$ cat config.mk
export PLATFORM = sky130hd
export DESIGN_NAME = wb_stage_gen
export DESIGN_NICKNAME = d
export VERILOG_FILES = /design/src/rtl/wb_stage_gen.sv
export SDC_FILE = /design/constraint.sdc
export NUM_CORES = 1
export LEC_CHECK = 0
export BUFFER_PORTS_ARGS = -buffer_cell sky130_fd_sc_hd__buf_2
export CORE_ASPECT_RATIO = 1.5
export CORE_MARGIN = 10
export CORE_UTILIZATION = 30
export DETAILED_ROUTE_END_ITERATION = 7
export GPL_ROUTABILITY_DRIVEN = 0
export PLACE_DENSITY = 0.65
export SLEW_MARGIN = 20
export SYNTH_ARGS = -nofsm -noshare
export SYNTH_HDL_FRONTEND = slang
export SYNTH_SLANG_ARGS = --single-unit
$ cat constraint.sdc
create_clock -name clk -period 5.2 [get_ports clk]
set_input_delay 0.78 -clock clk [delete_from_list [all_inputs] [get_ports clk]]
set_output_delay 0.78 -clock clk [all_outputs]
set_load 0.05 [all_outputs]
$ cat src/rtl/wb_stage_gen.sv
`default_nettype none
// ============================================================================
// Module      : wb_stage_gen
// Description : Parametrised MIPS write-back stage. Commits GPR writes,
//               CP0 writes, exceptions and eret; supports multi-cycle CP0
//               reads for mfc0, a forwarding entry, debug trace and a
//               retired-instruction counter.
// Revision    : 1.0 - initial release
// ============================================================================
module wb_stage_gen #(
    parameter int XLEN       = 32,
    parameter int RF_AW      = 5,
    parameter int CP0_AW     = 5,
    parameter int CP0_RD_LAT = 1,
    parameter int CNT_W      = 32
) (
    input  logic              clk,
    input  logic              resetn,
    // MEM -> WB handshake and payload
    input  logic              ms_to_ws_valid,
    output logic              ws_allowin,
    input  logic [XLEN-1:0]   ms_pc,
    input  logic              ms_gr_we,
    input  logic [RF_AW-1:0]  ms_dest,
    input  logic [XLEN-1:0]   ms_result,
    input  logic              ms_res_from_cp0,
    input  logic              ms_mtc0_we,
    input  logic [CP0_AW-1:0] ms_cp0_addr,
    input  logic [XLEN-1:0]   ms_rt_value,
    input  logic              ms_eret,
    input  logic              ms_bd,
    input  logic              ms_ex,
    input  logic [4:0]        ms_excode,
    input  logic [XLEN-1:0]   ms_badvaddr,
    input  logic              ms_inst_addr_ex,
    // CP0 interface
    output logic [CP0_AW-1:0] cp0_raddr,
    input  logic [XLEN-1:0]   cp0_rdata,
    output logic              cp0_ex,
    output logic [4:0]        cp0_excode,
    output logic [XLEN-1:0]   cp0_badvaddr,
    output logic              cp0_bd,
    output logic [XLEN-1:0]   cp0_epc_pc,
    output logic              cp0_mtc0_we,
    output logic [CP0_AW-1:0] cp0_waddr,
    output logic [XLEN-1:0]   cp0_wdata,
    output logic              cp0_eret,
    output logic              ws_flush,
    // Register file and forwarding
    output logic              rf_we,
    output logic [RF_AW-1:0]  rf_waddr,
    output logic [XLEN-1:0]   rf_wdata,
    output logic              ws_fwd_valid,
    output logic [RF_AW-1:0]  ws_fwd_dest,
    output logic [XLEN-1:0]   ws_fwd_data,
    output logic              ws_fwd_busy,
    // Statistics and trace
    output logic [CNT_W-1:0]  retired_cnt,
    output logic [XLEN-1:0]   debug_wb_pc,
    output logic [3:0]        debug_wb_rf_wen,
    output logic [RF_AW-1:0]  debug_wb_rf_wnum,
    output logic [XLEN-1:0]   debug_wb_rf_wdata
);

    // Held instruction
    logic              r_valid;
    logic [XLEN-1:0]   r_pc;
    logic              r_gr_we;
    logic [RF_AW-1:0]  r_dest;
    logic [XLEN-1:0]   r_result;
    logic              r_res_cp0;
    logic              r_mtc0_we;
    logic [CP0_AW-1:0] r_cp0_addr;
    logic [XLEN-1:0]   r_rt_value;
    logic              r_eret;
    logic              r_bd;
    logic              r_ex;
    logic [4:0]        r_excode;
    logic [XLEN-1:0]   r_badvaddr;
    logic              r_inst_addr_ex;
    logic [CNT_W-1:0]  r_retired;

    logic              w_ready_go;
    logic              w_allowin;
    logic              w_capture;
    logic              w_commit;
    logic              w_flush;
    logic              w_rf_we;
    logic [XLEN-1:0]   w_cp0_data;
    logic [XLEN-1:0]   w_rf_wdata;

    assign w_allowin = !r_valid || w_ready_go;
    assign w_capture = ms_to_ws_valid && w_allowin;
    assign w_commit  = r_valid && w_ready_go;
    assign w_flush   = w_commit && (r_ex || r_eret);
    assign w_rf_we   = w_commit && r_gr_we && !r_ex;
    assign w_rf_wdata = r_res_cp0 ? w_cp0_data : r_result;

    if (CP0_RD_LAT == 0) begin : g_lat_comb
        // CP0 read data is combinational: no wait state, no latch.
        assign w_ready_go = 1'b1;
        assign w_cp0_data = cp0_rdata;
    end else begin : g_lat_wait
        localparam logic [1:0] c_LAT = 2'(CP0_RD_LAT);

        logic [1:0]      r_wait_cnt;
        logic [XLEN-1:0] r_cp0_data;
        logic            w_waiting;

        assign w_waiting  = r_valid && r_res_cp0 && (r_wait_cnt != c_LAT);
        assign w_ready_go = !w_waiting;
        assign w_cp0_data = r_cp0_data;

        // Count wait cycles of an mfc0; latch CP0 data on the edge where
        // the count reaches the read latency.
        always_ff @(posedge clk) begin
            if (!resetn) begin
                r_wait_cnt <= 2'd0;
                r_cp0_data <= '0;
            end else if (w_capture) begin
                r_wait_cnt <= 2'd0;
            end else if (w_waiting) begin
                r_wait_cnt <= r_wait_cnt + 2'd1;
                if (r_wait_cnt == c_LAT - 2'd1) begin
                    r_cp0_data <= cp0_rdata;
                end
            end
        end
    end

    // Stage valid: a flush drops whatever MEM presents in the same cycle.
    always_ff @(posedge clk) begin
        if (!resetn) begin
            r_valid <= 1'b0;
        end else if (w_flush) begin
            r_valid <= 1'b0;
        end else if (w_allowin) begin
            r_valid <= ms_to_ws_valid;
        end
    end

    // Payload registers; qualified by r_valid, so no reset needed.
    always_ff @(posedge clk) begin
        if (w_capture) begin
            r_pc           <= ms_pc;
            r_gr_we        <= ms_gr_we;
            r_dest         <= ms_dest;
            r_result       <= ms_result;
            r_res_cp0      <= ms_res_from_cp0;
            r_mtc0_we      <= ms_mtc0_we;
            r_cp0_addr     <= ms_cp0_addr;
            r_rt_value     <= ms_rt_value;
            r_eret         <= ms_eret;
            r_bd           <= ms_bd;
            r_ex           <= ms_ex;
            r_excode       <= ms_excode;
            r_badvaddr     <= ms_badvaddr;
            r_inst_addr_ex <= ms_inst_addr_ex;
        end
    end

    // Retired-instruction counter: every non-excepting commit, wraps freely.
    always_ff @(posedge clk) begin
        if (!resetn) begin
            r_retired <= '0;
        end else if (w_commit && !r_ex) begin
            r_retired <= r_retired + CNT_W'(1);
        end
    end

    assign ws_allowin   = w_allowin;

    assign cp0_raddr    = r_cp0_addr;
    assign cp0_ex       = w_commit && r_ex;
    assign cp0_excode   = r_excode;
    assign cp0_badvaddr = r_inst_addr_ex ? r_pc : r_badvaddr;
    assign cp0_bd       = r_bd;
    assign cp0_epc_pc   = r_pc;
    assign cp0_mtc0_we  = w_commit && r_mtc0_we && !r_ex;
    assign cp0_waddr    = r_cp0_addr;
    assign cp0_wdata    = r_rt_value;
    assign cp0_eret     = w_commit && r_eret && !r_ex;
    assign ws_flush     = w_flush;

    assign rf_we        = w_rf_we;
    assign rf_waddr     = r_dest;
    assign rf_wdata     = w_rf_wdata;
    assign ws_fwd_valid = r_valid && r_gr_we && !r_ex;
    assign ws_fwd_dest  = r_dest;
    assign ws_fwd_data  = w_rf_wdata;
    assign ws_fwd_busy  = r_valid && r_res_cp0 && !w_ready_go;

    assign retired_cnt       = r_retired;
    assign debug_wb_pc       = r_pc;
    assign debug_wb_rf_wen   = {4{w_rf_we}};
    assign debug_wb_rf_wnum  = r_dest;
    assign debug_wb_rf_wdata = w_rf_wdata;

endmodule
`default_nettype wire

Word-level counts from Yosys, hierarchy flattened. Cells that the tools add are included.

Logic and storage cells: 50. Output and inout port bits: 299. Register bits after elaboration: 217.

Muxes and demuxes: 2. Equal/unequal tests: 1. Bitwise gates (word level): 2. Add/sub/neg operators: 2. Reductions and logical operators: 25.

Operators with widths (number): $mux W32 (2); $add A32 B1 Y32 const B (1); $logic_and A1 B1 Y1 (16); $reduce_or A2 Y1 (2); $logic_not A1 Y1 (3); $reduce_and A3 Y1 (1); $add A2 B1 Y2 const B (1); $logic_not A2 Y1 (1); $logic_or A1 B1 Y1 (2); $ne A2 B1 Y1 const B (1); $not A1 Y1 (2).

Longest topological paths before layout. Gate-level depths: netlist (run 1).

Word-level depth: 7. Depth in mapped cells: 9. Gate-level depth less buffers: 7.

Worst setup path before layout (run 1). OpenSTA, ideal clock, no wires.

Path kind: reg-to-reg. From: reg r_res_cp0. To: reg r_bd (netlist: cp0_bd), enable pin. Library setup time: 0.527 ns. Stages on the path, launching flop included: 7. Data arrival time: 5.126 ns. Clock period less this slack: 5.652 ns. Path slack: -0.452 ns. Buffers on the path: 2. Required time: 4.673 ns. Path through: edfxtp_1 buf_6 nor2b_4 and2_1 clkbuf_1 inv_1 and2_1.

Word-level cells in the longest chain between the ends: 5.

Ends and longest elaborated chain: start: declaration (line 71) `logic r_res_cp0;`; start signal: assignment (line 149) `r_res_cp0 <= ms_res_from_cp0;`; $logic_and A1 B1 Y1 (2 in a row) (line 110) `assign w_waiting = r_valid && r_res_cp0 && (r_wait_cnt != c_LAT);`; $logic_not A1 Y1 (line 111) `assign w_ready_go = !w_waiting;`; $logic_or A1 B1 Y1 (line 92) `assign w_allowin = !r_valid || w_ready_go;`; named net ws_allowin (line 21) `output logic ws_allowin,`; $logic_and A1 B1 Y1 (line 93) `assign w_capture = ms_to_ws_valid && w_allowin;`; named net w_capture (line 85) `logic w_capture;`; end signal: assignment (line 154) `r_bd <= ms_bd;`; end: declaration (line 76) `logic r_bd;`.

The timed path passes the listed nets, and every way through them passes these cells. A chain may end at the register's enable or synchronous reset.

Final worst setup path (run 1).
From: reg r_ex. To: out debug_wb_rf_wen[3].

Word-level cells in the longest chain between the ends: 2.

Ends and longest elaborated chain: start: declaration (line 77) `logic r_ex;`; start signal: assignment (line 155) `r_ex <= ms_ex;`; $logic_not A1 Y1 (line 96) `assign w_rf_we = w_commit && r_gr_we && !r_ex;`; $logic_and A1 B1 Y1 (line 96); end: declaration (line 60) `output logic [3:0] debug_wb_rf_wen,`.

Every way passes these cells.

==> qor.txt, run 1 <==
status = complete, no violations
final setup fails = 0
Min-Delay Path Class = input pin to flop
Seq cells post-synth = 217
Sum Neg Setup Slack = 0 ns
post-synth net total = 868
die width = 160.7 um
Critical Path Start = r_ex$_DFFE_PP_
core area = 0.02938 sq mm
Ys Warns = 0
f_max = 345.7 MHz
Worst-path clk slew = 0.07 ns
PD cells = 378.2 mW/mm^2
DR vias/cell = 4.441
largest net degree at the start of global routing = 68
worst r2r dst = r_badvaddr[28]$_DFFE_PP_
# rows = 77
slew at the pin with the worst max-slew slack = 0.9071 ns
drt wl/cell = 19.98 um
Worst EP arrival = 2.11 ns
Post-synth EDFFs = 150
vias in the first global route = 6713
clk_lat worst skew = 0.50 ns
max cap viols = 0
via count = 6488
number of nets still failing antenna checks after routing = 0
Synth cell types = 36
postcts setup bufs = 0
Reg area = 0.005846 sq mm
post-CTS resize count = 0
Worst path max stage delay = 0.43 ns
crit-path cells = nand2b_1, nor2_1, and2_1, buf_2
Final #Nets = 1238
Max Clock Skew = 0.009793 ns
top_reg_cell synth = edfxtp_1
sequential-to-total area share from yosys stat = 0.6559
Worst setup SP type = flop
num ports = 484
CP Capture Point = debug_wb_rf_wen[3]
H-tree depth = 1
CTS tree = built
final max-slew violation count = 0
CP max FO = 6
R2R cell count = 7
final period utilization = 0.5562
GRT Util Overall = 0.1438
drt first pass iters = 5
nature of the critical path endpoint = primary output
Tot Pwr = 4.377 mW
WP buf/inv = 1
Synth Cell Area = 0.008912 sq mm
WS Path Type = flop to primary output
instance count on the critical path = 4
Port Buffers = 483
r2r startpoint = g_lat_wait.r_wait_cnt[1]$_SDFFE_PP0P_
Async SR Flop Fraction = 0
R2R Setup Slk = 2.50 ns
initial antenna violation count = 3
CTS Buf Count = 21
Final Hold Vio Count = 0
GRT overflow = 0
share of cells above drive strength 1 = 0.5573
1st-iter DRT viols = 318
CP top delay family = simple AND/OR/NAND/NOR gates
RSZ-0062 raised after global routing = no
final WL = 29.19 mm
first-pass GRT wire length = 41.87 mm
Hold Buf Count CTS = 0
clk sinks = 217
Mean Syn Cell Area = 13.11 sq um
root buf cell = clkbuf_16
Die H = 231.1 um
relative slew slack = 0.3952
worst path required time = 4.42 ns
die area = 0.03714 sq mm
Syn-to-layout area delta = 29.85%
Tmin final = 2.892 ns
largest vdd supply drop = 0.3147 mV
Multi-input gate area = 0.002074 sq mm
Longest Clk Path Bufs = 3
number of remaining DRC errors = 0
Fillers = 2818
HPWL Detailed = 22.61 mm
Initial Util = 0.3033
LEAKAGE = 4.970 nW
Syn Inst Count = 680
Worst path slowest cell = edfxtp_1
## where the power goes
part / internal (mW) / switching [mW] / total, mW / leakage, nW
combinational: 0.198 / 0.709 / 0.907 / 2.65
sequential: 1.95 / 0.0348 / 1.98 / 2.00
clock: 0.863 / 0.625 / 1.49 / 0.323
## Yosys cell counts, drive strengths merged (8+ instances only)
master / n / share of area
edfxtp: 150 / 0.51
buf: 120 / 0.10
nand2: 83 / 0.035
dfxtp: 67 / 0.15
mux2: 64 / 0.081
a21oi: 48 / 0.027
nor2: 23 / 0.0097
clkbuf: 22 / 0.0093
xnor2: 12 / 0.012
nand3: 9 / 0.0056
or3: 9 / 0.0069
o21ai: 8 / 0.0045
## flip-flops by register name, indices dropped and copies added (netlist names), 2 cells and up
register	flops
cp0_wdata	32
cp0_raddr	5
g_lat_wait.r_wait_cnt	2
r_badvaddr	32
retired_cnt	32
cp0_epc_pc	32
cp0_excode	5
debug_wb_rf_wnum	5
g_lat_wait.r_cp0_data	32
r_result	32
## worst register-to-register path, stage by stage, from the launching register on
cell and delay (ns):
dfxtp_1 0.30, inv_1 0.09, ha_1 0.20, nor2b_4 0.07
and2_1 0.23, inv_1 0.15, and2_4 0.73, buf_4 0.56
## layout make-up
cell class / instances / share of cell area
tap: 395 / 0.04271
antenna: 2 / 0.0004325
clock buffer: 29 / 0.04898
inverter: 5 / 0.001622
timing repair buffer: 489 / 0.2139
multi-input combinational: 316 / 0.1793
clock inverter: 8 / 0.008001
sequential: 217 / 0.5051
## through the flow
stage	utilization	hold slack, ns	std cells	instance area, sq um	worst slack [ns]
after detailed placement	0.3712	0.4428	1422	10910	2.445
after floorplan	-	0.4329	680	8914	1.191
after global routing	0.3938	0.4185	1461	11570	2.126
after global placement	0.3712	0.4397	1422	10910	2.524
final	0.3938	0.4469	1461	11570	2.308
after CTS	0.3937	0.4187	1459	11570	2.257
## cells by family (layout without fill, tap and decap cells)
group                      Yosys count  after routing  synth area share
adders and majority gates            3              3          0.004212
buffers and inverters              147            531            0.1120
other                                0              2                 0
muxes                               64             64           0.08086
AOI/OAI and AO/OA                   62             62           0.03650
xor gates and xnor gates            19             19           0.01867
and+or+nand+nor                    168            168           0.09182
DFF                                217            217            0.6559
## routing by layer
| layer | global-route usage | part of all wire | vias to the layer above |
|---|---|---|---|
| li1 | - | - | 3032 |
| met1 | 0.1570 | 0.37 | 3106 |
| met2 | 0.2627 | 0.52 | 321 |
| met3 | 0.04436 | 0.088 | 29 |
| met4 | 0.03962 | 0.017 | 0 |
| met5 | 0 | 0 | - |
## worst min-delay path by stage
stage / cells after the start / end / slack, ns / startpoint
6_report: 1 / cp0_excode[2]$_DFFE_PP_ / 0.45 / ms_excode[2]
5_1_grt: 1 / cp0_excode[2]$_DFFE_PP_ / 0.42 / ms_excode[2]
4_1_cts: 1 / r_result[2]$_DFFE_PP_ / 0.42 / ms_result[2]
3_5_place_dp: 2 / g_lat_wait.r_cp0_data[16]$_SDFFE_PN0P_ / 0.44 / g_lat_wait.r_cp0_data[16]$_SDFFE_PN0P_
3_3_place_gp: 2 / g_lat_wait.r_cp0_data[14]$_SDFFE_PN0P_ / 0.44 / g_lat_wait.r_cp0_data[14]$_SDFFE_PN0P_
2_1_floorplan: 2 / g_lat_wait.r_cp0_data[0]$_SDFFE_PN0P_ / 0.43 / g_lat_wait.r_cp0_data[0]$_SDFFE_PN0P_
## layout by cell type (no fill, tap or decap), types with 3 or more instances in the layout
cell       synthesis  final
o21ai_0            8      8
xnor2_1           12     12
and2_1             5      4
buf_2              0    483
or3_1              8      8
xor2_1             7      7
nand4_1            7      7
inv_1              5      4
ha_1               3      3
nor2_1            23     23
nand2_1           83     82
mux2_2            64     64
buf_4            115      5
edfxtp_1         150    150
or4_1              6      6
clkinv_2           0      3
clkbuf_16          0     21
nand3_1            8      8
nor3_1             3      3
o31ai_1            6      6
nor4_1             7      7
dfxtp_1           67     67
clkbuf_1          22      6
a21oi_1           48     48
Note: power is estimated with default switching activity, not from simulation.
==> inputs of run 2 (changes only) <==
Clock period 5.2 ns to 2.45 ns, I/O delays scaled along.
==> run 2 against run 1 <==
Design area increased by 8.8%. First-iteration DRC count decreased by 7.2%. Wire length increased by 8.5%. Final cell count increased by 6.2%. Non-clock buffer count increased by 88. Clock-buffer cell count unchanged. Utilization increased by 3.5 points. Hold slack got worse by 0.41 ns. Total power increased by 120%. Clock power increased by 130%. Largest power group unchanged. Highest routed layer is now met5.
==> qor.txt, run 2 (synthesis gave the netlist of run 1 again) <==
status = complete, no violations (unchanged)
internal power = 6.738 mW (was 3.008 mW)
Tmin final = 2.357 ns
pre-CTS worst setup slack = 0.01919 ns (was 2.445 ns)
GRT overflow = 0 (unchanged)
die width = 160.7 um (unchanged)
number of remaining DRC errors = 0 (unchanged)
final max-slew violation count = 0 (unchanged)
Final Hold Vio Count = 0 (unchanged)
Port Buffers = 483 (unchanged)
Tot Pwr = 9.745 mW (was 4.377 mW)
relative slew slack = 0.6435 (was 0.3952)
combinational share of power = 0.212 (was 0.207)
Flop pwr share = 0.432 (was 0.453)
worst path required time = 2.08 ns (was 4.42 ns)
largest net degree at the start of global routing = 89 (was 68)
final WL = 31.67 mm (was 29.19 mm)
clk_lat worst skew = 0.52 ns (was 0.50 ns)
Switching Fraction = 0.3086 (was 0.3129)
Initial Util = 0.3033 (unchanged)
HPWL Detailed = 23.87 mm (was 22.61 mm)
most frequent cells in the layout = buf_2 (476), edfxtp_1 (150), nand2_1 (83) (was buf_2 (483), edfxtp_1 (150), nand2_1 (82))
Min-Delay Path Class = input pin to flop (unchanged)
Final #Nets = 1327 (was 1238)
Worst EP arrival = 1.99 ns (was 2.11 ns)
number of nets still failing antenna checks after routing = 0 (unchanged)
slew at the pin with the worst max-slew slack = 0.5348 ns (was 0.9071 ns)
DR vias/cell = 4.433 (was 4.441)
Worst setup SP type = flop (unchanged)
Max Clock Skew = 0.02243 ns (was 0.009793 ns)
share of cells above drive strength 1 = 0.5407 (was 0.5573)
drt first pass iters = 4 (was 5)
via count = 6880 (was 6488)
die area = 0.03714 sq mm (unchanged)
PD cells = 774.2 mW/mm^2 (was 378.2 mW/mm^2)
WS Path Type = flop to primary output (unchanged)
CTS Buf Count = 22 (was 21)
nature of the critical path endpoint = primary output (unchanged)
Worst-path clk slew = 0.07 ns (about the same)
core area = 0.02938 sq mm (unchanged)
final setup fails = 0 (unchanged)
LEAKAGE = 5.392 nW (was 4.970 nW)
largest vdd supply drop = 0.5425 mV (was 0.3147 mV)
CP max FO = 7 (was 6)
GRT Util Overall = 0.1554 (was 0.1438)
H-tree depth = 1 (unchanged)
clk sinks = 217 (unchanged)
Fillers = 2707 (was 2818)
num ports = 484 (unchanged)
commonest non-fill, non-tap cell in the layout = buf_2 (unchanged)
Die H = 231.1 um (unchanged)
drt wl/cell = 20.41 um (was 19.98 um)
Final Core Density = 0.4284 (was 0.3938)
vias in the first global route = 7206 (was 6713)
f_max = 424.2 MHz
root buf cell = clkbuf_16 (unchanged)
final period utilization = 0.9621
switching power = 3.007 mW (was 1.369 mW)
initial antenna violation count = 4 (was 3)
CTS tree = built (unchanged)
# rows = 77 (unchanged)
1st-iter DRT viols = 295 (was 318)
Longest Clk Path Bufs = 3 (unchanged)
max cap viols = 0 (unchanged)
first-pass GRT wire length = 44.95 mm (was 41.87 mm)
clock power share = 0.356 (was 0.340)
worst setup margin = 0.09276 ns (was 2.308 ns)
Syn-to-layout area delta = 41.23% (was 29.85%)
## run 2: cell count changes in the layout (fill, tap and decap cells not counted), moves of 3 or more
| cell | delta |
|---|---|
| dfxtp_1 | -8 |
| dlygate4sd3_1 | +74 |
| buf_6 | +3 |
| buf_4 | +11 |
| buf_2 | -7 |
| clkbuf_4 | +5 |
| dfxtp_2 | +8 |
## run 2: repair_timing
item	CTS	global route
setup buffers	0	3
hold buffers	74	0
pin swaps	0	1
setup endpoints to repair	33	13
hold endpoints to repair	74	0
resized for setup	2	15
## run 2: per-stage QoR
step	hold WS, ns	area (sq um)	TNS [ns]	cells
after global routing	0.008885	12580	-0.006595	1551
after detailed placement	0.4464	11030	0	1433
final	0.03206	12590	0	1552
after global placement	0.4398	11030	0	1433
after CTS	0.00007680	12520	0	1546
after floorplan	0.4329	8952	-40.90	680
## run 2: power by group through the flow
stage,clock (mW),sequential (mW),combinational [mW]
6_report,3.47,4.21,2.06
2_1_floorplan,0,4.56,1.28
3_3_place_gp,0,4.28,1.96
4_1_cts,3.58,4.21,2.07
5_1_grt,3.70,4.23,2.15
3_5_place_dp,0,4.29,1.97
## run 2: worst max-delay path, stage by stage (launching register included)
cell	delay, ns
dfxtp_1	0.32
inv_2	0.05
ha_2	0.19
nor2b_4	0.12
buf_4	0.13
and2_4	0.18
clkinvlp_4	0.12
and3_1	0.20
buf_6	0.15
## run 2: final timing paths
path                                          startpoint                                     end  slack, ns  depth (start not counted)
setup / recovery   g_lat_wait.r_wait_cnt[1]$_SDFFE_PP0P_                                  cp0_ex       0.09                          8
hold / removal                           ms_rt_value[13]                 cp0_wdata[13]$_DFFE_PP_       0.03                          1
setup reg to reg                          r_ex$_DFFE_PP_            retired_cnt[31]$_SDFFE_PN0P_       0.09                          5
hold reg to reg   g_lat_wait.r_cp0_data[13]$_SDFFE_PN0P_  g_lat_wait.r_cp0_data[13]$_SDFFE_PN0P_       0.45                          2
## run 2: area by class of cell
cell class                      count  area (sq um)  share of cell area
Multi-Input combinational cell    316          2088              0.1659
Inverter                            5         22.52            0.001789
Timing Repair Buffer              577          3374              0.2681
Antenna cell                        3         7.507           0.0005964
Tap cell                          395         494.2             0.03926
Sequential cell                   217          5856              0.4652
Clock inverter                     10         126.4             0.01004
Clock buffer                       29         618.1             0.04911
## run 2: layer usage
layer,track usage,share of wire
met1,0.1693,0.37
met2,0.2768,0.51
met3,0.05554,0.096
met4,0.04732,0.025
met5,0,0.00041
